### src/rtl/pipe_ctrl.sv
// pipe_ctrl: 5-stage pipeline stall/flush controller with deferred branch redirects, stall counters and watchdog
module pipe_ctrl #(
  parameter int ADDR_W = 32,
  parameter logic [ADDR_W-1:0] TRAP_VEC = 'h100,
  parameter int TIMEOUT = 1024,
  parameter int CNT_W = 32
) (
  input  logic              clk,
  input  logic              rst,
  input  logic              stallreq_if,
  input  logic              stallreq_id,
  input  logic              stallreq_ex,
  input  logic              stallreq_mem,
  input  logic              redirect_valid,
  input  logic [ADDR_W-1:0] redirect_target,
  input  logic              exception,
  output logic [5:0]        stall,
  output logic              flush,
  output logic [ADDR_W-1:0] new_pc,
  output logic              stall_timeout,
  output logic [CNT_W-1:0]  stall_cycles,
  output logic [CNT_W-1:0]  flush_count
);
  localparam int RW = $clog2(TIMEOUT + 1);
  localparam logic [RW-1:0] TO = RW'(TIMEOUT);
  typedef enum logic {RUN, HOLD} state_t;
  state_t state;
  logic [ADDR_W-1:0] pend_target;
  logic [RW-1:0] run_cnt;
  logic back_busy, defer;
  logic [5:0] stall_vec;
  always_comb begin
    back_busy = stallreq_mem | stallreq_ex;
    stall_vec = stallreq_mem ? 6'b011111 : stallreq_ex ? 6'b001111 :
                stallreq_id ? 6'b000111 : stallreq_if ? 6'b000011 : 6'b000000;
    defer = !exception && state == RUN && redirect_valid && back_busy;
    flush = rst && (exception || (!back_busy && (state == HOLD || redirect_valid)));
    new_pc = !flush ? '0 : exception ? TRAP_VEC : state == HOLD ? pend_target : redirect_target;
    stall = (!rst || flush) ? 6'b000000 : stall_vec;
  end
  always_ff @(posedge clk) begin
    if (!rst) begin
      state <= RUN;
      pend_target <= '0;
      run_cnt <= '0;
      stall_cycles <= '0;
      flush_count <= '0;
      stall_timeout <= 1'b0;
    end else begin
      state <= exception ? RUN : defer ? HOLD : (state == HOLD && back_busy) ? HOLD : RUN;
      if (defer) pend_target <= redirect_target;
      run_cnt <= !stall[0] ? '0 : run_cnt == TO ? TO : run_cnt + RW'(1);
      stall_timeout <= stall_timeout || (stall[0] && run_cnt == TO - RW'(1));
      stall_cycles <= stall_cycles + CNT_W'(stall[0]);
      flush_count <= flush_count + CNT_W'(flush);
    end
  end
endmodule

### config.mk
export PLATFORM = sky130hd
export DESIGN_NAME = pipe_ctrl
export DESIGN_NICKNAME = d
export VERILOG_FILES = /design/src/rtl/pipe_ctrl.sv
export SDC_FILE = /design/constraint.sdc
export NUM_CORES = 1
export LEC_CHECK = 0
export ABC_AREA = 1
export CAP_MARGIN = 20
export CORE_AREA = 2 2 123 125
export CTS_BUF_LIST = sky130_fd_sc_hd__clkbuf_4 sky130_fd_sc_hd__clkbuf_8
export CTS_CLUSTER_DIAMETER = 100
export DETAILED_ROUTE_END_ITERATION = 10
export DIE_AREA = 0 0 125 127
export GPL_TIMING_DRIVEN = 0
export HOLD_SLACK_MARGIN = 0.05
export PLACE_DENSITY = 0.63
export SYNTH_ARGS = -nofsm -noshare
export SYNTH_HDL_FRONTEND = slang
export SYNTH_SLANG_ARGS = --single-unit
### constraint.sdc
create_clock -name clk -period 2.81 [get_ports clk]
set_input_delay 0.562 -clock clk [delete_from_list [all_inputs] [get_ports clk]]
set_output_delay 0.562 -clock clk [all_outputs]
set_load 0.01 [all_outputs]
==> metrics.cfg <==
[run_status]
status = finished, final reports clean

[timing]
fin_crit_sh_pct = 96.0
worst_pin_slew_ns = 0.595
layout_min_cycle_time_ns = 2.70
finalHoldViolCount = 0
setup_violating_endpoint_count_in_the_final_report = 0
rsz_0062_raised_after_global_routing = false
fmaxAchievable_mhz = 371
whs_ns = 0.447
clock-skew-final_ns = 0.00724
timing.slew.headroom_pct = 60.3
report.final.slew_viol_count = 0
setup_slack_ns = 0.112

[cts]
clk_pin_slew_ns = 0.09
clock_latency_ns = 0.38
htree_levels = 3
cts-buffers-inserted = 9
root_buffer = sky130_fd_sc_hd__clkbuf_8
cts.path.max_buffers = 2
tritoncts = yes
clock-sinks = 109
cts_hold_buf = 0

[worst_setup_path]
reg_to_reg_start = state
worst-setup-path-type = input port to output pin
worst_case_register_to_register_setup_slack_ns = 0.47
endpoint_kind = output pin
cp_data_required_time_ns = 2.25
critPathArrivalTime_ns = 2.14
worst-r2r-cell-count = 15
cp_max_fo = 5
crit-reg2reg-capture = stall_cycles[20]
critPathLaunchType = input port

[finish]
area_of_the_multi_input_gates_mm2 = 0.00305
mostFrequentLayoutCell = sky130_fd_sc_hd__nor2_1
layout_common_cells = 171 x sky130_fd_sc_hd__nor2_1, 158 x sky130_fd_sc_hd__nand2_1, 109 x sky130_fd_sc_hd__dfxtp_1
fin_cells = 1206
final_layout_size_suffix_gt1_share_pct = 8.23
fillerInstances = 1512
seqCellArea_mm2 = 0.00218
layout-area-overhead-vs-synth_pct = 32.1
design.final.nets = 1063
layout.core_utilization_pct = 52.5

[detailed_routing]
drc = 0
detail_route.first_pass.iterations = 4
route.final.wire_length_um = 15900
vias = 5774
post_drt_wl_per_cell_um = 13.2
dr.first_iter.drc_count = 353
antenna_left = 0
detail_route.vias_per_cell = 4.79

[power]
power-per-cell-area_mw_per_mm2 = 374
peakVddDrop_v = 0.000238
cellLeakagePower_nw = 2.88
finalPower_mw = 2.83

[synth]
ys_warn_count = 0
distinct_cell_type_count_of_the_synthesized_netlist = 33
synth_fp_nets = 907
syn-cell-area_mm2 = 0.00573
ys_ff_latch = 109
syn_avg_cell_area_um2 = 6.65
synth-seq-area-share_pct = 38.1
syn_inst = 861

[place]
placement.io_buffers = 141
dp_worst_setup_slack_ns = -0.411
placedCellCount = 1186
place_hpwl_um = 12400
globalplace.congestion = 0.878

[global_routing]
grt_pass1_vias = 5377
grt_max_degree = 16
track_usage_pct = 20.6
globalRouteOverflowTotal = 0
grt_first_pass_wirelength_um = 26800
initial_antenna_violation_count = 1

[floorplan]
rows = 44
design.core.area_mm2 = 0.0144
die_width_um = 125
chipHeight_um = 127
design.portCount = 144
floorplan.initialDensity_pct = 39.7
die_area_mm2 = 0.0159

[worst_hold_path]
hold_path_class = register to register
hold_path_end = pend_target[22]
hold_start = pend_target[22]
hold_depth = 2

[job]
maxCapViolCount = 0

==> metrics by stage <==
stage          area (µm²)  TNS, ns
2_1_floorplan        5730        0
3_3_place_gp         7370   -17.44
3_5_place_dp         7370   -17.53
4_1_cts              7520        0
5_1_grt              7570        0
6_report             7570        0
==> kinds of logic (layout without fill, tap and decap cells) <==
logic type | count (synthesis) | in the layout | synth area share [%]
AO/OA/AOI/OAI | 161 | 161 | 14.5
XOR/XNOR | 11 | 11 | 1.68
adder cells (fa/ha/maj) | 6 | 6 | 1.31
buffers and inverters | 121 | 281 | 9.15
flip-flops | 109 | 109 | 38.1
other | 1 | 2 | 0.0655
AND/OR/NAND/NOR | 452 | 452 | 35.2
==> what timing repair did <==
item / CTS / global route
resized for setup: 42 / 7
endpoints found under the setup margin: 34 / 20
buffers inserted: 1 / 3
pin swaps: 1 / 2
==> cell usage after synthesis (all sizes together) <==
master | instances | share of area (%)
nand3 | 35 | 3.1
inv | 90 | 5.9
and2 | 4 | 0.44
ha | 6 | 1.3
conb | 1 | 0.065
o31ai | 1 | 0.13
nor2 | 199 | 16
a21oi | 80 | 7.1
buf | 17 | 2.3
nand2 | 169 | 12
xor2 | 9 | 1.4
o21ai | 76 | 6.8
xnor2 | 2 | 0.31
nor3 | 34 | 3.0
nand3b | 2 | 0.26
clkbuf | 14 | 0.92
or2 | 3 | 0.33
dfxtp | 109 | 38
o21a | 4 | 0.52
nand4 | 6 | 0.92
==> power breakdown <==
group	switching, mW	internal, mW
clock	0.521	0.371
sequential	0.0188	1.58
combinational	0.181	0.155
total	0.721	2.11
==> per-layer routing <==
layer / wire length (µm) / GRT usage [%] / part of all wire [%] / vias up
li1: - / - / - / 3059
met1: 7190 / 26.2 / 45 / 2552
met2: 7320 / 33.6 / 46 / 146
met3: 1200 / 6.87 / 7.5 / 17
met4: 228 / 5.49 / 1.4 / 0
met5: 0 / 0 / 0 / -
==> registers in the layout, summed over array words and instances, names as in the netlist <==
signal         flops
flush_count       32
pend_target       32
run_cnt           11
stall_cycles      32
stall_timeout      1
state              1
==> worst max path at each step <==
stage	start	endpoint	slack, ns	cells past startpoint
2_1_floorplan	stallreq_mem	flush_count[20]	0.48	15
3_3_place_gp	exception	flush_count[20]	-0.41	15
3_5_place_dp	exception	flush_count[20]	-0.41	15
4_1_cts	stallreq_ex	stall[1]	0.001	8
5_1_grt	stallreq_ex	flush_count[20]	0.03	16
6_report	stallreq_ex	stall[0]	0.11	7
==> critical path, cell delays in order <==
cell and delay, ns:
sky130_fd_sc_hd__clkdlybuf4s50_1 0.52, sky130_fd_sc_hd__nor2_4 0.06, sky130_fd_sc_hd__o21ai_2 0.07, sky130_fd_sc_hd__buf_4 0.14, sky130_fd_sc_hd__nand2_2 0.07, sky130_fd_sc_hd__nor2_4 0.15, sky130_fd_sc_hd__clkdlybuf4s50_1 0.55
==> cell type report <==
type	count	share of cell area, %
tap	184	3.04
clock inverter	2	0.132
multi-input combinational	631	40.2
sequential	109	28.8
clock buffer	13	2.12
buffer	31	2.58
inverter	90	4.50
antenna	1	0.0331
timing repair buffer	145	18.5
No activity file was read; power rests on OpenSTA's default activity.
